--- config.mk ---
export PLATFORM = sky130hd
export DESIGN_NAME = fifo_mac_reader_flat
export DESIGN_NICKNAME = d
export VERILOG_FILES = /design/src/rtl/fifo_mac_pkg.sv /design/src/rtl/fifo_mac_reader_if.sv /design/src/rtl/mac_unit.sv /design/src/rtl/fifo_mac_reader.sv /design/src/flat_wrapper.sv
export SDC_FILE = /design/constraint.sdc
export NUM_CORES = 1
export LEC_CHECK = 0
export CORE_MARGIN = 3
export CORE_UTILIZATION = 50
export CTS_BUF_LIST = sky130_fd_sc_hd__clkbuf_4
export DETAILED_ROUTE_END_ITERATION = 16
export PLACE_DENSITY = 0.76
export SLEW_MARGIN = 20
export SYNTH_ARGS = -nofsm -noshare
export SYNTH_HDL_FRONTEND = slang
export SYNTH_SLANG_ARGS = --single-unit
--- constraint.sdc ---
create_clock -name clk -period 9.4 [get_ports clk]
set_clock_uncertainty 0.05 [all_clocks]
set_input_delay 2.82 -clock clk [delete_from_list [all_inputs] [get_ports clk]]
set_output_delay 2.82 -clock clk [all_outputs]
set_load 0.01 [all_outputs]
--- src/rtl/fifo_mac_pkg.sv ---
// Shared types and default widths for the dual-FIFO multiply-accumulate reader.
package fifo_mac_pkg;

    localparam int unsigned DefDataWidth = 8;
    localparam int unsigned DefDepth     = 8;
    localparam int unsigned DefAccWidth  = 24;

    typedef enum logic [1:0] {
        StIdle,
        StRun,
        StDrain,
        StDone
    } state_e;

endpackage

--- src/rtl/fifo_mac_reader_if.sv ---
// Read-side handshake of the two operand FIFOs (A and B).
interface fifo_mac_reader_if
    import fifo_mac_pkg::*;
#(
    parameter int unsigned DATA_WIDTH = DefDataWidth
);
    logic                  a_empty;
    logic [DATA_WIDTH-1:0] a_rdata;
    logic                  a_rden;
    logic                  b_empty;
    logic [DATA_WIDTH-1:0] b_rdata;
    logic                  b_rden;

    // Reader side.
    modport master (
        input  a_empty, a_rdata, b_empty, b_rdata,
        output a_rden, b_rden
    );

    // FIFO side.
    modport slave (
        output a_empty, a_rdata, b_empty, b_rdata,
        input  a_rden, b_rden
    );
endinterface

--- src/rtl/mac_unit.sv ---
// Unsigned multiply plus wrapping accumulate register.
module mac_unit
    import fifo_mac_pkg::*;
#(
    parameter int unsigned DATA_WIDTH = DefDataWidth,
    parameter int unsigned ACC_WIDTH  = DefAccWidth
) (
    input  logic                  clk,
    input  logic                  rst_n,
    input  logic                  valid,
    input  logic                  clr,
    input  logic [DATA_WIDTH-1:0] a,
    input  logic [DATA_WIDTH-1:0] b,
    output logic [ACC_WIDTH-1:0]  acc
);
    localparam int unsigned ProdWidth = 2 * DATA_WIDTH;

    logic [ProdWidth-1:0] prod;
    logic [ACC_WIDTH-1:0] prod_ext;
    logic [ACC_WIDTH-1:0] acc_q;

    assign prod     = a * b;
    // Size cast zero-extends or truncates depending on the relative widths.
    assign prod_ext = ACC_WIDTH'(prod);

    always_ff @(posedge clk or negedge rst_n) begin
        if (!rst_n) begin
            acc_q <= '0;
        end else if (clr) begin
            acc_q <= '0;
        end else if (valid) begin
            acc_q <= acc_q + prod_ext;
        end
    end

    assign acc = acc_q;

endmodule

--- src/rtl/fifo_mac_reader.sv ---
// Pops FIFOs A and B in lockstep for DEPTH pairs per start and accumulates each product.
module fifo_mac_reader
    import fifo_mac_pkg::*;
#(
    parameter  int unsigned DATA_WIDTH = DefDataWidth,
    parameter  int unsigned DEPTH      = DefDepth,
    parameter  int unsigned ACC_WIDTH  = DefAccWidth,
    localparam int unsigned CntWidth   = $clog2(DEPTH + 1)
) (
    input  logic                 clk,
    input  logic                 rst_n,
    input  logic                 start,
    input  logic                 clr,
    fifo_mac_reader_if.master    fifo,
    output logic [ACC_WIDTH-1:0] result,
    output logic                 busy,
    output logic                 done,
    output logic [CntWidth-1:0]  pairs
);
    localparam logic [CntWidth-1:0] DepthCnt = CntWidth'(DEPTH);
    localparam logic [CntWidth-1:0] LastPop  = CntWidth'(DEPTH - 1);
    localparam logic [CntWidth-1:0] One      = CntWidth'(1);

    state_e              state_q, state_d;
    logic [CntWidth-1:0] pops_q, pops_d;
    logic [CntWidth-1:0] pairs_q;
    logic                valid_q;
    logic                pop;
    logic                acc_clr;

    always_comb begin
        state_d = state_q;
        pops_d  = pops_q;
        pop     = 1'b0;
        acc_clr = 1'b0;
        busy    = 1'b0;
        done    = 1'b0;
        unique case (state_q)
            StIdle: begin
                if (start) begin
                    state_d = StRun;
                    pops_d  = '0;
                    acc_clr = 1'b1;
                end
            end
            StRun: begin
                busy = 1'b1;
                if (!fifo.a_empty && !fifo.b_empty && (pops_q < DepthCnt)) begin
                    pop    = 1'b1;
                    pops_d = pops_q + One;
                    if (pops_q == LastPop) begin
                        state_d = StDrain;
                    end
                end
            end
            StDrain: begin
                // The final pop happened in the last RUN cycle, so its pair lands on this edge.
                busy    = 1'b1;
                state_d = StDone;
            end
            StDone: begin
                done = 1'b1;
                if (start) begin
                    state_d = StRun;
                    pops_d  = '0;
                    acc_clr = 1'b1;
                end
            end
            default: state_d = StIdle;
        endcase

        if (clr) begin
            state_d = StIdle;
            pops_d  = '0;
            pop     = 1'b0;
            acc_clr = 1'b1;
        end
    end

    always_ff @(posedge clk or negedge rst_n) begin
        if (!rst_n) begin
            state_q <= StIdle;
            pops_q  <= '0;
            valid_q <= 1'b0;
            pairs_q <= '0;
        end else begin
            state_q <= state_d;
            pops_q  <= pops_d;
            valid_q <= pop && !clr;
            if (acc_clr) begin
                pairs_q <= '0;
            end else if (valid_q) begin
                pairs_q <= pairs_q + One;
            end
        end
    end

    // Clearing wins inside the MAC, so a pair in flight during clr is dropped.
    mac_unit #(
        .DATA_WIDTH(DATA_WIDTH),
        .ACC_WIDTH (ACC_WIDTH)
    ) u_mac (
        .clk  (clk),
        .rst_n(rst_n),
        .valid(valid_q),
        .clr  (acc_clr),
        .a    (fifo.a_rdata),
        .b    (fifo.b_rdata),
        .acc  (result)
    );

    assign fifo.a_rden = pop;
    assign fifo.b_rden = pop;
    assign pairs       = pairs_q;

endmodule

--- src/flat_wrapper.sv ---
// flat-port wrapper written by rule: the top's interface ports become plain ports
module fifo_mac_reader_flat import fifo_mac_pkg::*;
#(
    parameter  int unsigned DATA_WIDTH = DefDataWidth,
    parameter  int unsigned DEPTH      = DefDepth,
    parameter  int unsigned ACC_WIDTH  = DefAccWidth,
    localparam int unsigned CntWidth   = $clog2(DEPTH + 1)
)
  (clk, rst_n, start, clr, result, busy, done, pairs, fifo_a_empty, fifo_a_rdata, fifo_b_empty, fifo_b_rdata, fifo_a_rden, fifo_b_rden);
  fifo_mac_reader_if #(.DATA_WIDTH(DATA_WIDTH)) fifo_i ();
  input  logic clk;
  input  logic rst_n;
  input  logic start;
  input  logic clr;
  output logic [ACC_WIDTH-1:0] result;
  output logic busy;
  output logic done;
  output logic [CntWidth-1:0] pairs;
  input wire logic [$bits(fifo_i.a_empty)-1:0] fifo_a_empty;
  input wire logic [$bits(fifo_i.a_rdata)-1:0] fifo_a_rdata;
  input wire logic [$bits(fifo_i.b_empty)-1:0] fifo_b_empty;
  input wire logic [$bits(fifo_i.b_rdata)-1:0] fifo_b_rdata;
  output wire logic [$bits(fifo_i.a_rden)-1:0] fifo_a_rden;
  output wire logic [$bits(fifo_i.b_rden)-1:0] fifo_b_rden;
  assign fifo_i.a_empty = fifo_a_empty;
  assign fifo_i.a_rdata = fifo_a_rdata;
  assign fifo_i.b_empty = fifo_b_empty;
  assign fifo_i.b_rdata = fifo_b_rdata;
  assign fifo_a_rden = fifo_i.a_rden;
  assign fifo_b_rden = fifo_i.b_rden;
  fifo_mac_reader #(.DATA_WIDTH(DATA_WIDTH), .DEPTH(DEPTH), .ACC_WIDTH(ACC_WIDTH)) u_core (.clk(clk), .rst_n(rst_n), .start(start), .clr(clr), .fifo(fifo_i), .result(result), .busy(busy), .done(done), .pairs(pairs));
endmodule
; Word level (Yosys, flattened, before mapping)
; Cells that the tools add are included.
; Widths: inputs -> output; s select.
[classes]
n_addsub = 3
n_mul = 1
order_cmp = 1
eq_ne = 7
muxes = 21
n_reduce_logical = 13
[op_table]
columns = cell, count
row1 = $mux 24, 2
row2 = $add 24x16->24, 1
row3 = $mux 4, 5
row4 = $mul 8x8->16, 1
row5 = $add 4x1->4 const B, 2
row6 = $mux 1, 8
row7 = $mux 2, 4
row8 = $pmux 4 s2, 1
row9 = $ne 3x2->1 const B, 2
row10 = $pmux 2 s3, 1
row11 = $reduce_and 3->1, 2
row12 = $eq 2x2->1 const B, 2
row13 = $eq 4x3->1 const B, 1
row14 = $lt 4x4->1 const B, 1
row15 = $reduce_or 2->1, 2
row16 = $logic_and 1x1->1, 3
row17 = $logic_not 1->1, 3
row18 = $ne 3x1->1 const B, 1
row19 = $reduce_bool 3->1, 1
row20 = $eq 2x1->1 const B, 1
row21 = $logic_not 2->1, 1
row22 = $reduce_bool 2->1, 1
[totals]
register_bits = 35
out_inout_bits = 32
wordCells = 51

; Logic depth before layout (Yosys ltp)
[logic_depth]
depth_word = 7
depth_mapped = 18
ltp_nobuf = 16

; Cells and area by module
; Synthesis repeated with hierarchy kept, for this count alone.
[unflattened]
cells_unflattened = 499
hier_area_um2 = 4518.1
[modules_own_cells]
columns = module, n_inst, cells_per_inst, area_each_um2, seq_area_each_um2
row1 = mac_unit, 1, 433, 3875.0, 600.6
row2 = fifo_mac_reader, 1, 66, 643.1, 275.3

; Least setup slack after synthesis
; OpenSTA, ideal clock, no wires.
[synth_timing]
path_kind = input-to-reg
start = input fifo_b_rdata[1]
end = register u_core.u_mac.acc_q[15], in the netlist u_core.u_mac.acc[15]
setup_ps = 126
arrival_time_ps = 6771
slack_ps = 2453
cell_stages = 16
path_cell_list = clkbuf_1 > nand2_1 > fa_1 > inv_1 > fa_1 > fa_1 > inv_1 > fa_1 > inv_1 > ha_1 > a21oi_1 > o21ai_0 > a211oi_1 > o31ai_1 > nor4b_1 > a311o_1
[synth_via]
elab_chain_cells = 4
[synth_rtl]
columns = element, line
row1 = from (decl), flat_wrapper.sv:22  ; input wire logic [$bits(fifo_i.b_rdata)-1:0] fifo_b_rdata;
row2 = $mul 8x8->16, mac_unit.sv:22  ; assign prod = a * b;
row3 = $add 24x16->24, mac_unit.sv:32  ; acc_q <= acc_q + prod_ext;
row4 = $mux 24, mac_unit.sv:31  ; end else if (valid) begin
row5 = $mux 24, mac_unit.sv:29  ; end else if (clr) begin
row6 = to (signal assigned), mac_unit.sv:32
row7 = to (decl), mac_unit.sv:20  ; logic [ACC_WIDTH-1:0] acc_q;
; No other way between the ends. The select of a mux whose other input is x is not followed.
; A chain may end at the register's enable or synchronous reset.

; Final worst setup path
[layout_timing]
start = input fifo_b_rdata[7]
end = register u_core.u_mac.acc_q[15], in the netlist u_core.u_mac.acc[15]
; Same word-level chain as after synthesis.

==> reports/qor.csv <==
metric,value,unit
status,"finished, final reports clean",
start_kind,input port,
io_pins,54,
path_class,input port to flip-flop,
cts_buffers,5,
totalWireLength,9.36,mm
syn-num-nets,615,
grt_usage,20.6,%
end_kind,flip-flop,
grt_pass1_wl,16.8,mm
use_met1,29.9,%
dr.pass1.iters,4,
wl_per_cell,14.4,um
yosysUniqueCellTypes,44,
hold_violations,0,
portBuffers,53,
hold_path_class,flip-flop to flip-flop,
rsz0062_at_grt,no,
p_per_area,162,nW/um^2
grt_pass1_vias,3592,
gr-usage-met3,2.73,%
synth_area,4380,sq um
cp.required,9590,ps
layout.cells.non_filler,649,
critPathMaxFanout,8,
async_flop_share,100,%
vdd_drop_max,0.000137,V
cpMostUsedCell,fa_1,
path_buf_inv,4,
dp_cells,641,
dp_hpwl,7.63,mm
crit_arrival,7690,ps
initial_core_util,52.3,%
grtUsageMet2,33.6,%
post_route_cells_drive_above_1_share,2.57,%
relSlewSlack,38.6,%
slew_violations,0,
design.core.area,8380,sq um
worstPathCellList,"clkdlybuf4s50_1, nand2_1, fa_1, fa_1, inv_1, fa_1, inv_1, fa_1, inv_1, ha_1, a21oi_1, o21ai_0, a211oi_1, o31ai_1, nor4b_1, a311o_1",
yosys_most_used_dff,dfrtp_1,
nets,661,
n_fill_cell,756,
rrSetupSlack,4750,ps
busiest_layer,met2,
tritoncts_num_sinks,35,
crit_family,adder cells,
min_period,7500,ps
synth_edf_count,0,
fp.dieW,99.6,um
worst_slack,1900,ps
seq_area_frac_synth,20.0,%
fin_setup_tns,0,ps
cts_hold_buffers,0,
crit_path_top_delay_cell,clkdlybuf4s50_1,
cts_root_buffer,clkbuf_4,
setup_viol,0,
insertion_delay,360,ps
dr_total_vias,3452,
insertedDiodeCount,0,
cts_tree,built,
post_cts_buffers,0,
remaining_drc_errors,0,
via_per_inst,5.32,
power,821,uW
antenna_found_initial,0,
grt_max_degree,36,
fin_crit_sh,79.8,%
gr-total-overflow,0,
worstMarginPinSlew,920,ps
critPathMaxStageDelay,610,ps
fmax,133,MHz
num_rows,33,
first_iter_violations,138,
area_growth,15.8,%
synth_seq_cells,35,
cts_max_path_buffers,2,
synth_area_per_cell,8.81,sq um
syn_inst,497,
ctsResizeCount,0,
p_leak,2.59,nW
yosysWarnings,0,
dieHeight,99.6,um
dieArea,9920,sq um
gp_congestion,0.877,
antenna_left,0,
dp_slack,1570,ps
path_clk_slew,120,ps
htree_levels,2,
cap_violations,0,
## placed cells by master, fill, tap and decap left out, types with 4 or more instances in the layout
cell type / Yosys / layout
clkdlybuf4s50_1: 0 / 52
ha_1: 46 / 46
inv_1: 101 / 101
a21oi_1: 18 / 18
xnor2_1: 6 / 6
xor2_1: 4 / 4
o21a_1: 4 / 4
nor2_1: 23 / 23
a31oi_1: 7 / 7
nor3_1: 5 / 5
nand3_1: 12 / 12
nand2_1: 49 / 49
and2_1: 39 / 39
fa_1: 50 / 50
dfrtp_1: 35 / 35
a21o_1: 13 / 13
o21ai_0: 13 / 13
nand3b_1: 4 / 4
mux2i_1: 13 / 13
clkbuf_4: 0 / 5
## synthesized netlist by cell type, types with 2 or more instances
| master | n | area share (%) |
|---|---|---|
| nor4b_1 | 2 | 0.40 |
| nor2b_1 | 2 | 0.29 |
| nand4_1 | 2 | 0.29 |
| o21bai_1 | 2 | 0.34 |
| clkbuf_1 | 11 | 0.94 |
| or3_1 | 3 | 0.43 |
| xnor2_1 | 6 | 1.2 |
| nand2b_1 | 3 | 0.43 |
| inv_1 | 101 | 8.7 |
| and2_1 | 39 | 5.6 |
| ha_1 | 46 | 13 |
| a311o_1 | 2 | 0.46 |
| xor2_1 | 4 | 0.80 |
| fa_1 | 50 | 23 |
| a31oi_1 | 7 | 1.0 |
| o31ai_1 | 3 | 0.51 |
| nand3b_1 | 4 | 0.69 |
| nor3b_1 | 2 | 0.34 |
| o21a_1 | 4 | 0.69 |
| a41o_1 | 3 | 0.69 |
| nor2_1 | 23 | 2.0 |
| a21oi_1 | 18 | 2.1 |
| nand2_1 | 49 | 4.2 |
| dfrtp_1 | 35 | 20 |
| a21o_1 | 13 | 2.2 |
| o21ai_0 | 13 | 1.5 |
| and3_1 | 2 | 0.29 |
| mux2i_1 | 13 | 3.0 |
| buf_1 | 3 | 0.26 |
| a211oi_1 | 2 | 0.34 |
| nand3_1 | 12 | 1.4 |
| o2111ai_1 | 2 | 0.40 |
| nor3_1 | 5 | 0.57 |
## path summary, 6_finish.rpt
check | to | depth (start not counted) | startpoint
worst min register to register | u_core.u_mac.acc[14] | 2 | u_core.u_mac.acc[14]
worst max-delay path | u_core.u_mac.acc[15] | 16 | fifo_b_rdata[7]
worst max register to register | u_core.u_mac.acc[15] | 15 | u_core.u_mac.acc[7]
worst min-delay path | u_core.u_mac.acc[14] | 2 | u_core.u_mac.acc[14]
max in group asynchronous | u_core.u_mac.acc[19] | 1 | rst_n
min in group asynchronous | u_core.pops_q[3] | 1 | rst_n
## routing by layer
metal / wire length [um] / part of all wire, % / vias to the layer above
met2: 4330 / 46 / 89
met1: 4450 / 47 / 1670
met4: 78 / 0.83 / 0
met3: 505 / 5.4 / 8
met5: 0 / 0 / -
li1: - / - / 1685
## flip-flops by register name, indices dropped and copies added, names as in the netlist
signal            cells
u_core.u_mac.acc     24
u_core.pairs          4
u_core.pops_q         4
u_core.state_q        2
u_core.valid_q        1
## worst min-delay path, stage by stage (launching register included)
cell and delay, ps:
dfrtp_1 410, nand2_1 60, a21oi_1 50
## cell type report
cell class	instances	area (sq um)	share of cell area (%)
sequential	35	876	17.3
timing repair buffer	55	541	10.7
tap	105	131	2.59
clock buffer	5	37.5	0.740
multi-input combinational	345	3060	60.3
clock inverter	3	47.5	0.937
inverter	101	379	7.47
## where the power goes
part	leakage [nW]	switching [mW]	internal [mW]
registers	0.486	0.0101	0.159
logic	2.06	0.308	0.227
clock network	0.0458	0.0601	0.0574
total	2.59	0.378	0.443
## cell families (layout without fill, tap and decap cells)
family,count (synthesis),count (layout),share of synthesized area [%]
and+or+nand+nor,149,149,17.1
buffers and inverters,117,164,10.1
adders and majority gates,96,96,36.0
AOI/OAI and AO/OA,76,76,11.6
DFF,35,35,20.0
muxes,14,14,3.23
xor gates and xnor gates,10,10,2.00
## metrics by stage
stage	utilization, %	instance area, sq um	hold slack [ps]
final	60.5	5070	498
after global routing	60.5	5070	519
after CTS	60.5	5070	503
after detailed placement	59.5	4990	478
after global placement	59.5	4990	458
after floorplan	-	4380	434
Note: power is estimated with default switching activity, not from simulation.
